==> src/rtl/lucky_seven_scrambler.sv <==
// Legal-move generator for the eight-cell Lucky Seven board (ring 0..7 plus chord 0-4).
// Tracks the empty cell and issues LFSR-chosen moves over a valid/ready handshake.
module lucky_seven_scrambler #(
  parameter logic [7:0] SEED   = 8'h01,
  parameter bit         NOUNDO = 1'b1,
  parameter int         CNT_W  = 8
) (
  input  logic             clock,
  input  logic             reset_n,
  input  logic             start,
  input  logic [CNT_W-1:0] nmoves,
  input  logic [2:0]       empty_init,
  output logic             move_valid,
  input  logic             move_ready,
  output logic [2:0]       from,
  output logic [2:0]       to,
  output logic             busy,
  output logic             done,
  output logic [2:0]       empty_pos,
  output logic [CNT_W-1:0] moves_left
);

  localparam logic [7:0]       SEED_EFF = (SEED == 8'h00) ? 8'h01 : SEED;
  localparam logic [CNT_W-1:0] CNT_ZERO = {CNT_W{1'b0}};
  localparam logic [CNT_W-1:0] CNT_ONE  = {{(CNT_W-1){1'b0}}, 1'b1};

  typedef enum logic [1:0] {
    S_IDLE = 2'd0,
    S_RUN  = 2'd1,
    S_DONE = 2'd2
  } state_e;

  state_e           state_q, state_d;
  logic [7:0]       lfsr_q, lfsr_d;
  logic [2:0]       empty_q, empty_d;
  logic [2:0]       prev_q, prev_d;
  logic             prev_valid_q, prev_valid_d;
  logic [CNT_W-1:0] cnt_q, cnt_d;
  logic             valid_q, valid_d;
  logic [2:0]       from_q, from_d;
  logic             busy_q, busy_d;
  logic             done_q, done_d;

  logic             accept_s;
  logic [7:0]       lfsr_nx_s;

  function automatic logic [7:0] lfsr_step(input logic [7:0] v);
    return v[0] ? ((v >> 1) ^ 8'hB8) : (v >> 1);
  endfunction

  // Candidates in order e+1, e-1, e^4 (cells 0/4 only), minus the undo cell,
  // then indexed by the low LFSR bits.
  function automatic logic [2:0] pick_from(input logic [2:0] e,
                                           input logic [2:0] prev,
                                           input logic       pv,
                                           input logic [2:0] rnd);
    logic       filt;
    logic [2:0] c0, c1, c2;
    logic       k0, k1, k2;
    logic [2:0] l0, l1;
    logic [1:0] n;
    logic [1:0] idx;
    filt = NOUNDO && pv;
    c0   = e + 3'd1;
    c1   = e - 3'd1;
    c2   = e ^ 3'd4;
    k0   = !(filt && (c0 == prev));
    k1   = !(filt && (c1 == prev));
    k2   = (e[1:0] == 2'b00) && !(filt && (c2 == prev));
    l0   = k0 ? c0 : (k1 ? c1 : c2);
    l1   = (k0 && k1) ? c1 : c2;
    n    = {1'b0, k0} + {1'b0, k1} + {1'b0, k2};
    case (n)
      2'd1:    idx = 2'd0;
      2'd2:    idx = {1'b0, rnd[0]};
      2'd3:    idx = (rnd[1:0] == 2'b11) ? {1'b0, rnd[2]} : rnd[1:0];
      default: idx = 2'd0;
    endcase
    case (idx)
      2'd0:    return l0;
      2'd1:    return l1;
      default: return c2;
    endcase
  endfunction

  assign accept_s  = valid_q & move_ready;
  assign lfsr_nx_s = lfsr_step(lfsr_q);

  // Next-state logic; the next move is precomputed so from/to leave straight from flops.
  always_comb begin
    state_d      = state_q;
    lfsr_d       = lfsr_q;
    empty_d      = empty_q;
    prev_d       = prev_q;
    prev_valid_d = prev_valid_q;
    cnt_d        = cnt_q;
    valid_d      = valid_q;
    from_d       = from_q;
    busy_d       = busy_q;
    done_d       = 1'b0;
    case (state_q)
      S_IDLE: begin
        if (start) begin
          if (nmoves != CNT_ZERO) begin
            state_d      = S_RUN;
            empty_d      = empty_init;
            cnt_d        = nmoves;
            prev_valid_d = 1'b0;
            valid_d      = 1'b1;
            busy_d       = 1'b1;
            from_d       = pick_from(empty_init, prev_q, 1'b0, lfsr_q[2:0]);
          end else begin
            state_d = S_DONE;
            done_d  = 1'b1;
          end
        end else begin
          state_d = S_IDLE;
        end
      end
      S_RUN: begin
        if (accept_s) begin
          prev_d       = empty_q;
          prev_valid_d = 1'b1;
          empty_d      = from_q;
          lfsr_d       = lfsr_nx_s;
          cnt_d        = cnt_q - CNT_ONE;
          if (cnt_q == CNT_ONE) begin
            state_d = S_DONE;
            valid_d = 1'b0;
            busy_d  = 1'b0;
            done_d  = 1'b1;
            from_d  = 3'd0;
          end else begin
            state_d = S_RUN;
            from_d  = pick_from(from_q, empty_q, 1'b1, lfsr_nx_s[2:0]);
          end
        end else begin
          state_d = S_RUN;
        end
      end
      S_DONE: begin
        state_d = S_IDLE;
      end
      default: begin
        state_d = S_IDLE;
        valid_d = 1'b0;
        busy_d  = 1'b0;
      end
    endcase
  end

  // State and output registers; reset aborts any sequence without a done pulse.
  always_ff @(posedge clock or negedge reset_n) begin
    if (!reset_n) begin
      state_q      <= S_IDLE;
      lfsr_q       <= SEED_EFF;
      empty_q      <= 3'd0;
      prev_q       <= 3'd0;
      prev_valid_q <= 1'b0;
      cnt_q        <= CNT_ZERO;
      valid_q      <= 1'b0;
      from_q       <= 3'd0;
      busy_q       <= 1'b0;
      done_q       <= 1'b0;
    end else begin
      state_q      <= state_d;
      lfsr_q       <= lfsr_d;
      empty_q      <= empty_d;
      prev_q       <= prev_d;
      prev_valid_q <= prev_valid_d;
      cnt_q        <= cnt_d;
      valid_q      <= valid_d;
      from_q       <= from_d;
      busy_q       <= busy_d;
      done_q       <= done_d;
    end
  end

  assign move_valid = valid_q;
  assign from       = from_q;
  assign to         = empty_q;
  assign busy       = busy_q;
  assign done       = done_q;
  assign empty_pos  = empty_q;
  assign moves_left = cnt_q;

endmodule

==> config.mk <==
export PLATFORM = sky130hd
export DESIGN_NAME = lucky_seven_scrambler
export DESIGN_NICKNAME = d
export VERILOG_FILES = /design/src/rtl/lucky_seven_scrambler.sv
export SDC_FILE = /design/constraint.sdc
export NUM_CORES = 1
export LEC_CHECK = 0
export ABC_CLOCK_PERIOD_IN_PS = 3400
export CAP_MARGIN = 20
export CORE_MARGIN = 4
export CORE_UTILIZATION = 47
export CTS_CLUSTER_SIZE = 40
export DETAILED_ROUTE_END_ITERATION = 10
export GPL_TIMING_DRIVEN = 1
export PLACE_DENSITY = 0.79
export SYNTH_ARGS = -nofsm -noshare
export SYNTH_HDL_FRONTEND = slang
export SYNTH_SLANG_ARGS = --single-unit
==> constraint.sdc <==
create_clock -name clock -period 3.4 [get_ports clock]
set_clock_uncertainty 0.2 [all_clocks]
set_input_delay 0.68 -clock clock [delete_from_list [all_inputs] [get_ports clock]]
set_output_delay 0.68 -clock clock [all_outputs]
set_load 0.02 [all_outputs]
==> Word-level counts from Yosys, hierarchy flattened <==
Index checks and enable logic that the tools add are counted.
{ "word_totals": {"reg_bits": 26, "latch_bits": 0, "mem_bits_ro": 0, "memories": 0, "mem_bits_rw": 0, "wordCells": 102} }
{ "classes": {"order_cmp": 0, "n_bitwise": 5, "n_reduce_logical": 16, "n_shift": 0, "eq_ne": 21, "multipliers": 0, "addsub": 8, "n_div": 0, "mux": 44} }
{ "op_table": {"columns": ["operator", "n"], "rows": [
  ["$mux W8", 4],
  ["$mux W3", 10],
  ["$mux W2", 12],
  ["$pmux W3 S2", 4],
  ["$pmux W8 S2", 1],
  ["$eq A2 B2 Y1 const B", 7],
  ["$pmux W2 S2", 3],
  ["$logic_not A2 Y1", 5],
  ["$eq A3 B3 Y1", 3],
  ["$eq A8 B1 Y1 const B", 1],
  ["$mux W1", 8],
  ["$ne A2 B2 Y1 const B", 4],
  ["$reduce_bool A8 Y1", 1],
  ["$sub A8 B1 Y8 const B", 1],
  ["$reduce_and A7 Y1", 1],
  ["$add A3 B1 Y3 const B", 2],
  ["$eq A2 B1 Y1 const B", 3],
  ["$sub A3 B1 Y3 const B", 2],
  ["$ne A5 B5 Y1 const B", 1],
  ["$reduce_and A5 Y1", 1],
  ["$ne A4 B2 Y1 const B", 1],
  ["$ne A4 B4 Y1 const B", 1],
  ["$not A3 Y4", 1],
  ["$reduce_and A4 Y1", 1],
  ["11 further kinds", 16]
]} }

==> Logic depth before layout (Yosys ltp) <==
Gate-level depths: netlist of the first run.
{ "depth": {"depth_word": 15, "depth_mapped": 11, "depth_no_buf": 11} }

==> Worst setup path before layout of the first run <==
Ideal clock, no wire load.
{ "synth_path": {"path_kind": "register -> register", "start": "register from_q[0] (netlist: from[0])", "end": "register from_q[0] (netlist: from[0])", "path_slack_ps": -104, "setup_ps": 121, "stages_incl_launch_ff": 11, "required_time_ps": 3079, "synth_period_minus_slack_ps": 3504, "t_arrival_ps": 3183, "cell_sequence": "dfrtp_1 > inv_1 > ha_1 > xor2_2 > nor3_1 > fa_1 > nand2b_1 > a211oi_1 > o21ai_1 > o31a_1 > o22a_1"} }
{ "synth_via": {"elab_chain_cells": 15, "elab_cells_between_ends": 32, "classes_between": "add/sub: 4; eq/ne: 9; mux: 11; reduce/logical: 8"} }
{ "synth_rtl": {"columns": ["item", "line_no", "rtl"], "rows": [
  ["start: declaration", "40", "logic [2:0] from_q, from_d;"],
  ["start signal: assignment", "173", "from_q <= from_d;"],
  ["$add A3 B1 Y3 or $sub A3 B1 Y3 (tied branches)", "64, 65", null],
  ["$eq A3 B3 Y1 (on tied branches)", "67, 68", null],
  ["$logic_not A1 Y1 (on tied branches)", "67, 68", null],
  ["$add A1 B1 Y2", "72", "n = {1'b0, k0} + {1'b0, k1} + {1'b0, k2};"],
  ["$add A2 B1 Y2", "72", null],
  ["$eq A2 B2 Y1", "73", "case (n)"],
  ["$pmux W2 S2", "73", null],
  ["$mux W2", "127", "if (cnt_q == CNT_ONE) begin"],
  ["$mux W2", "121", "if (accept_s) begin"],
  ["$mux W2", "101", "case (state_q)"],
  ["$eq A2 B1 Y1 or $logic_not A2 Y1 (tied branches)", "79", "case (idx)"],
  ["$pmux W3 S2", "79", null],
  ["$mux W3", "127", null],
  ["$mux W3", "121", null],
  ["$pmux W3 S2", "101", null]
]} }
Several ways; a longest one is shown, not always the timed one. The select of a mux whose other input is x is not followed.
A chain may end at the register's enable or synchronous reset.

==> Worst setup path in the final report of the first run <==
{ "layout_path": {"start": "register from_q[0] (netlist: from[0])", "end": "register from_q[2] (netlist: from[2])"} }
{ "layout_via": {"elab_chain_cells": 15, "elab_cells_between_ends": 28, "classes_between": "add/sub: 4; eq/ne: 6; mux: 11; reduce/logical: 7"} }
{ "layout_rtl": {"columns": ["item", "line_no"], "rows": [
  ["$add A3 B1 Y3 or $sub A3 B1 Y3 (tied branches)", "64, 65"],
  ["$eq A3 B3 Y1 (on tied branches)", "67, 68"],
  ["$logic_not A1 Y1 (on tied branches)", "67, 68"],
  ["$add A1 B1 Y2", "72"],
  ["$add A2 B1 Y2", "72"],
  ["$eq A2 B2 Y1", "73"],
  ["$pmux W2 S2", "73"],
  ["$mux W2", "127"],
  ["$mux W2", "121"],
  ["$mux W2", "101"],
  ["$eq A2 B1 Y1 or $logic_not A2 Y1 (tied branches)", "79"],
  ["$pmux W3 S2 (*)", "79"],
  ["$mux W3 (*)", "127"],
  ["$mux W3 (*)", "121"],
  ["$pmux W3 S2 (*)", "101"]
]} }
Mark *: on every way between the ends. The rest lies on a longest branch, timed or not. The select of a mux whose other input is x is not followed.

==> results of run 1 <==
==> layout make-up <==
| class | instances | area, sq um | share of cell area (%) |
|---|---|---|---|
| sequential | 25 | 628.1 | 27.15 |
| clock buffer | 4 | 45.04 | 1.947 |
| timing repair buffer | 44 | 415.4 | 17.96 |
| tap | 48 | 60.06 | 2.596 |
| multi-input combinational | 153 | 1116 | 48.24 |
| inverter | 13 | 48.80 | 2.109 |
==> cells by family (layout without fill, tap and decap cells) <==
kind of cell	Yosys count	after routing	synth area share, %
compound gates	60	60	21.83
xor+xnor	14	14	8.592
fa+ha+maj	7	7	5.775
buf+inv	25	61	6.408
flops	25	25	35.28
mux	7	7	4.225
simple gates	65	65	17.89
==> placed cells by master, fill, tap and decap left out, drive strengths merged, types with 6 or more instances in the layout <==
cell type,Yosys,routed
buf,6,10
dfrtp,24,24
nor3,6,6
nand3,6,6
xnor2,9,9
inv,13,13
clkdlybuf4s50,0,34
a21oi,9,9
nor2,18,18
a31oi,6,6
nand2,18,18
o21ai,22,22
==> cell usage after synthesis, drive strengths merged <==
| library cell | n |
|---|---|
| o31a | 1 |
| xor3 | 1 |
| xnor2 | 9 |
| a31oi | 6 |
| dfstp | 1 |
| mux2i | 3 |
| or4 | 4 |
| a22oi | 5 |
| or3 | 1 |
| a221o | 1 |
| o22ai | 1 |
| o2bb2ai | 1 |
| and2 | 2 |
| ha | 5 |
| nand3 | 6 |
| o311a | 1 |
| nor4bb | 1 |
| o211ai | 3 |
| nor3 | 6 |
| nor2b | 1 |
| o31ai | 4 |
| or3b | 2 |
| a21bo | 1 |
| fa | 2 |
| nor4 | 1 |
| o21ai | 22 |
| dfrtp | 24 |
| buf | 6 |
| a211oi | 2 |
| nand2 | 18 |
| a21boi | 1 |
| mux2 | 4 |
| xor2 | 4 |
| a21oi | 9 |
| o211a | 1 |
| o22a | 1 |
| inv | 13 |
| nor2 | 18 |
| clkbuf | 6 |
| nand2b | 4 |
| or2 | 1 |
==> repair_timing <==
action / CTS / global route
resized for setup: 0 / 13
buffers inserted: 0 / 0
endpoints found under the setup margin: 0 / 3
==> power breakdown <==
| part | switching [mW] | internal, mW | leakage (nW) | total, mW |
|---|---|---|---|---|
| registers | 0.144 | 0.398 | 0.302 | 0.542 |
| clock network | 0.0956 | 0.0839 | 0.0228 | 0.179 |
| logic | 0.929 | 0.806 | 0.642 | 1.74 |
| total | 1.17 | 1.29 | 0.967 | 2.46 |
==> final timing paths <==
kind	start	endpoint	slack [ns]	cells after the start
min in group asynchronous	reset_n	state_q[0]	0.57	2
max reg2reg	from[0]	from[2]	0.11	11
min reg2reg	lfsr_q[5]	lfsr_q[5]	0.31	2
min	lfsr_q[5]	lfsr_q[5]	0.31	2
max	from[0]	from[2]	0.11	11
max in group asynchronous	reset_n	lfsr_q[0]	2.14	2
==> critical path: stages, from the launching register on <==
cell      delay [ns]
dfrtp_2         0.44
buf_4           0.17
ha_2            0.21
xor3_1          0.24
nor3_4          0.06
fa_1            0.56
nand2b_4        0.15
nor2_1          0.05
or4_1           0.48
o211ai_2        0.17
o31ai_1         0.09
a221o_1         0.36
==> sequential cells by signal (all words and copies together), names as in the netlist <==
signal,count
moves_left,8
state_q,1
busy,1
lfsr_q,8
done,1
empty_pos,3
from,3
==> metrics by stage <==
stage	setup slack [ns]	cell area (sq um)	std cells
final	0.1126	2313	287
after global routing	-0.002705	2313	287
after CTS	0.03223	2238	287
after detailed placement	0.05358	2193	283
after global placement	0.1309	2193	283
after floorplan	0.008075	1783	203
==> per-layer routing <==
| layer | track usage (%) | wire length, microns | up-vias | share of wire, % |
|---|---|---|---|---|
| met5 | 0 | 0 | - | 0 |
| met4 | 5.857 | 38 | 0 | 0.90 |
| met3 | 2.174 | 161 | 4 | 3.8 |
| met2 | 30.08 | 2092 | 39 | 50 |
| met1 | 22.01 | 1934 | 759 | 46 |
| li1 | - | - | 787 | - |
==> impl_metrics.ini, run 1 <==
[timing]
max_clock_freq_mhz = 304.2
finalCriticalPeriod_ns = 3.287
tns_ns = 0
slew_headroom_pct = 55.92
worst_slew_pin_slew_ns = 0.6612
final-setup-viol-count = 0
slew_violations = 0
timing.final.crit_share_pct = 96.69
report.final.hold_viol_count = 0
hold_ws_ns = 0.3062

[critical_path]
crit_required_ns = 3.36
worst_setup_path_end_kind = register
cp_data_arrival_time_ns = 3.25
criticalPathCategory = reg -> reg
critPathMaxFanout = 5
crit_path_start_kind = register

[global_route]
track_usage_pct = 17.29
grt_pass1_wl_mm = 6.941
grt_overflow = 0
grt_pass1_vias = 1546
antenna_found_initial = 0
grt_max_degree = 26

[routing]
drcViolationCount = 0
initialDrtViolationCount = 85
vias = 1589
via_per_inst = 5.537
finalWirelength_mm = 4.226
ant_nets = 0
dr.pass1.iters = 4
wl_per_cell_microns = 14.72

[synth]
synth_cells = 203
synthesis.nets = 225
synth_area_sq_mm = 0.001777
synthDominantCellAreaShare_pct = 33.80
ys_ff_latch = 25
yosysSeqAreaShare_pct = 35.28
synth.distinct_cells = 47
yosysTopAreaCell = dfrtp_1
avgSynthCellArea_sq_um = 8.752
synth_warnings = 0
synth_area_leaders = dfrtp_1, xnor2_1, o21ai_0

[floorplanning]
num_rows = 22
die-area_sq_mm = 0.004828
ios = 35
core-area_sq_mm = 0.003661
die_h_microns = 69.49
die_x_microns = 69.49
initial_core_util_pct = 48.53

[clock_tree]
cts_tree = yes
clk_pin_slew_ns = 0.09
insertion_delay_ns = 0.27
cts_hold_buf = 0
cts_sinks = 25
clockRootBuffer = clkbuf_8
htreeDepth = 1
cts_buffer_depth = 2
cts_buffers = 3

[final_layout]
nets = 262
syn2layout_area_growth_pct = 30.21
drive_above_1_share_pct = 15.48
postLayoutCoreUtil_pct = 63.19
fillers = 329
diodes = 0

[power_and_ir_drop]
power.leakage_nw = 0.9675
power.total_mw = 2.457
p_per_area_mw_per_mm2 = 1062
ir_worst_vdd_mv = 0.5052

[placed_design]
hpwl_mm = 3.087
gp_congestion = 0.8671
port_buffers = 34

[outcome]
status = completed

[run]
cap_violations = 0

[min_path]
hp-class = reg -> reg
Note: power is estimated with default switching activity, not from simulation.
==> run 2: changes to the inputs <==
- CORE_UTILIZATION: 47 -> 45
- GPL_ROUTABILITY_DRIVEN: unset -> 1
- PLACE_DENSITY: 0.79 -> 0.76
- SLEW_MARGIN: unset -> 10
==> run 2 against run 1 <==
  * Total power fell by 0.61%
  * Largest power group unchanged
  * Sequential power shrank 2%
  * Sequential cell count unchanged
==> impl_metrics.ini, run 2 (synthesized netlist as in run 1, its figures left out) <==
[timing]
slew_violations = 0
final-setup-viol-count = 0
max_clock_freq_mhz = 299.2
report.final.hold_viol_count = 0
worst_slew_pin_slew_ns = 0.6218
hold_ws_ns = 0.3063
slew_headroom_pct = 58.55
finalCriticalPeriod_ns = 3.343
fin_ws_ns = 0.05720
timing.final.crit_share_pct = 98.32

[clock_tree]
cts_hold_buf = 0
insertion_delay_ns = 0.27
cts_buffer_depth = 2
clk_pin_slew_ns = 0.09
cts_tree = yes
post_cts_buffers = 0
cts_sinks = 25
postCtsResizedCells = 0
htreeDepth = 1
cts_buffers = 3
clockRootBuffer = clkbuf_8

[run]
cap_violations = 0

[global_route]
grt_pass1_wl_mm = 7.024
antenna_found_initial = 0
grt_overflow = 0
grt_max_degree = 26
track_usage_pct = 17.17
grt_pass1_vias = 1503

[routing]
via_per_inst = 5.469
wl_per_cell_microns = 14.63
routed-wl-met2_mm = 2.050
top_layer_used = met4
dr.pass1.iters = 4
ant_nets = 0
vias = 1564
wl_met3_microns = 147
initialDrtViolationCount = 57
wl_met1_mm = 1.928
drcViolationCount = 0
finalWirelength_mm = 4.184

[final_layout]
nets = 261
diodes = 0
layout_commonest_cell = clkdlybuf4s50_1
drive_above_1_share_pct = 14.29
syn2layout_area_growth_pct = 29.44
final_cell_mix = clkdlybuf4s50_1, dfrtp_1, nor2_1

[critical_path]
criticalPathCategory = reg -> reg
critical-path-slowest-cell = fa_1
r2r-end = from[2]
worst_setup_path_end_kind = register
rrSetupSlack_ns = 0.06
cp_data_arrival_time_ns = 3.30
critPathMaxFanout = 7
reg2reg_from = from[0]
path_cells = buf_4 > ha_2 > xor3_1 > nor3_4 > fa_1 > nand2b_4 > nor2_1 > or4_1 > o211ai_2 > o31ai_1 > a221o_1
crit_required_ns = 3.36
cpPeakStageDelay_ns = 0.59
worstRegToRegCells = 11
crit_path_start_kind = register

[floorplanning]
die_h_microns = 70.84
initial_core_util_pct = 47.46
die_x_microns = 70.84
ios = 35
die-area_sq_mm = 0.005018
core-area_sq_mm = 0.003744
num_rows = 22

[outcome]
status = completed

[power_and_ir_drop]
power.total_mw = 2.442
power.leakage_nw = 0.9665
p_per_area_mw_per_mm2 = 1062
ir_worst_vdd_mv = 0.5027

[min_path]
holdCritStartpoint = lfsr_q[4]
hold_end = lfsr_q[4]
whs_path_depth = 2
hp-class = reg -> reg

[placed_design]
port_buffers = 34
post-place-ws_ns = 0.08471
hpwl_mm = 3.135
gp_congestion = 0.9185
## run 2: routing by layer
| layer | up-vias | global-route usage, % |
|---|---|---|
| li1 | 789 | - |
| met1 | 733 | 23.66 |
| met2 | 35 | 28.42 |
| met3 | 7 | 1.989 |
| met4 | 0 | 5.010 |
| met5 | - | 0 |
## run 2: how the worst max path moves through the flow
| stage | start | to | slack (ns) |
|---|---|---|---|
| 4_1_cts | from[0] | from[2] | 0.07 |
| 3_5_place_dp | from[0] | from[2] | 0.08 |
| 2_1_floorplan | from[1] | from[2] | 0.008 |
| 6_report | from[0] | from[2] | 0.06 |
| 5_1_grt | from[0] | from[2] | -0.05 |
| 3_3_place_gp | from[0] | from[2] | 0.16 |
## run 2: final cells by class
type | instances | area [sq um]
repair buffers | 43 | 407.9
well taps | 48 | 60.06
flip-flops and latches | 25 | 628.1
inverters | 13 | 48.80
clock inverters | 1 | 5.005
multi-input cells | 153 | 1109
clock buffers | 3 | 41.29
fillers | 361 | 1444
## run 2: report_power, final
group	switching, mW	internal [mW]
clock network	0.0924	0.0819
registers	0.134	0.398
logic	0.926	0.809
## run 2: through the flow
stage / TNS [ns] / utilization (%) / area (sq um) / cells
2_1_floorplan: 0 / - / 1783 / 203
6_report: 0 / 61.43 / 2300 / 286
5_1_grt: -0.04689 / 61.43 / 2300 / 286
4_1_cts: 0 / 59.63 / 2232 / 286
3_5_place_dp: 0 / 58.39 / 2186 / 282
3_3_place_gp: 0 / 58.39 / 2186 / 282
## run 2: worst max-delay path: cells and delay by family, from the launching register on
kind                       cells  cell delay, ns
xor gates and xnor gates       1            0.25
DFF                            1            0.41
and+or+nand+nor                4            0.76
adders and majority gates      2            0.80
buffers and inverters          1            0.17
AOI/OAI and AO/OA              3            0.67
==> run 3: changes to the inputs <==
- CORE_MARGIN: 4 -> unset
==> run 3 against run 2 <==
  * Hold slack improved by 0.0023 ns
  * Die area decreased by 16%
  * Clock power about the same
  * Count of clock-buffer cells in the layout increased by 1
  * Critical path type unchanged
  * Critical endpoint unchanged
  * Largest power group unchanged
  * Highest routed layer unchanged
==> impl_metrics.ini, run 3 (synthesized netlist as in run 1, its figures left out) <==
[outcome]
status = completed

[timing]
tns_ns = 0
slew_headroom_pct = 57.63
rsz0062_at_grt = yes
finalCriticalPeriod_ns = 3.305
slew_violations = 0
worst_slew_pin_slew_ns = 0.6355
max_clock_freq_mhz = 302.6
fin_ws_ns = 0.09515
report.final.hold_viol_count = 0
timing.final.crit_share_pct = 97.20
final-setup-viol-count = 0

[placed_design]
hpwl_mm = 3.061
gp_congestion = 0.8378
port_buffers = 34
dpl-instance-area_sq_mm = 0.002193
post-place-ws_ns = 0.09118

[routing]
ant_nets = 0
vias = 1588
drcViolationCount = 0
via_per_inst = 5.495
wl_per_cell_microns = 14.37
dr.pass1.iters = 4
initialDrtViolationCount = 71
finalWirelength_mm = 4.152

[clock_tree]
htreeDepth = 1
clk_pin_slew_ns = 0.08
cts_buffer_depth = 2
cts_sinks = 25
cts_tree = yes
clockRootBuffer = clkbuf_8
insertion_delay_ns = 0.26
cts_buffers = 3

[critical_path]
criticalPathCategory = reg -> reg
crit_required_ns = 3.35
crit_path_start_kind = register
critPathMaxFanout = 5
worst_setup_path_end_kind = register
cp_data_arrival_time_ns = 3.26
crit_path_start = from[0]
reg2reg_from = from[0]

[final_layout]
final_area_sq_mm = 0.002365
nets = 264
final_cell_mix = clkdlybuf4s50_1, dfrtp_1, nor2_1
fillers = 330
diodes = 0
syn2layout_area_growth_pct = 33.10
layout_commonest_cell = clkdlybuf4s50_1
postLayoutCoreUtil_pct = 63.64
drive_above_1_share_pct = 17.01

[floorplanning]
ios = 35
die_x_microns = 64.84
die-area_sq_mm = 0.004204
initial_core_util_pct = 47.81
die_h_microns = 64.84
num_rows = 22
core-area_sq_mm = 0.003716

[power_and_ir_drop]
clkPwrFrac_pct = 6.8
seqPwrFrac_pct = 21.3
p_int_mw = 1.337
p_comb_share_pct = 71.8
power.leakage_nw = 0.9843
p_per_area_mw_per_mm2 = 1068
switchingPower_mw = 1.188
p_sw_share_pct = 47.04
ir_worst_vdd_mv = 0.4014

[global_route]
grt_pass1_vias = 1549
antenna_found_initial = 0
grt_pass1_wl_mm = 6.803
grt_overflow = 0
grt_max_degree = 26
track_usage_pct = 20.59

[min_path]
hp-class = reg -> reg
holdCritStartpoint = lfsr_q[4]

[run]
cap_violations = 0
run 3: changes by cell type in the layout (fill, tap and decap cells not counted), sizes merged:
cell    change
buf         +3
clkbuf      +1
clkinv      -1
run 3: path summary, 6_finish.rpt:
path,to,slack [ns],cells after the start
max,from[2],0.1,11
min,lfsr_q[4],0.31,2
max reg2reg,from[2],0.1,11
min reg2reg,lfsr_q[4],0.31,2
max in group asynchronous,lfsr_q[0],2.13,2
min in group asynchronous,lfsr_q[7],0.57,2
run 3: worst max-delay path, stage by stage (launching register included):
cell and delay, ns:
dfrtp_2 0.44, buf_6 0.14, ha_4 0.16, xor3_1 0.38, nor3_4 0.22, fa_1 0.49
nor4bb_2 0.34, a211oi_2 0.08, buf_4 0.16, nor3_4 0.19, nor2_1 0.07, a221o_1 0.31
run 3: metrics by stage:
step | total power [mW] | instances | hold WS (ns)
after global routing | 2.738 | 289 | 0.3396
after floorplan | 1.622 | 203 | 0.1844
after detailed placement | 2.111 | 283 | 0.2932
final | 2.525 | 289 | 0.3086
after CTS | 2.298 | 287 | 0.3132
after global placement | 2.083 | 283 | 0.2829
run 3: metal layers:
| metal | share of wire, % | vias to the layer above | GRT usage, % |
|---|---|---|---|
| li1 | - | 791 | - |
| met1 | 45 | 762 | 26.29 |
| met2 | 52 | 32 | 37.50 |
| met3 | 2.9 | 3 | 2.113 |
| met4 | 0.39 | 0 | 3.611 |
| met5 | 0 | - | 0 |
run 3: cell type report:
cell class	count	area (sq um)	share of cell area [%]
clock buffers	4	45.04	1.905
well taps	48	60.06	2.540
inverters	13	48.80	2.063
flip-flops and latches	25	628.1	26.56
multi-input cells	153	1149	48.57
repair buffers	46	434.2	18.36
run 3: power groups by stage:
stage               Clock (mW)  Combinational, mW  Sequential (mW)
global route             0.196               1.98            0.557
global placement             0               1.55            0.529
finish                   0.173               1.81            0.539
detailed placement           0               1.58            0.529
CTS                      0.181               1.59            0.525
floorplan                    0              0.997            0.625
run 3: timing repair:
item,CTS,global route
resized for setup,0,18
endpoints found under the setup margin,0,2
hold buffers,0,0
buffers inserted,0,2
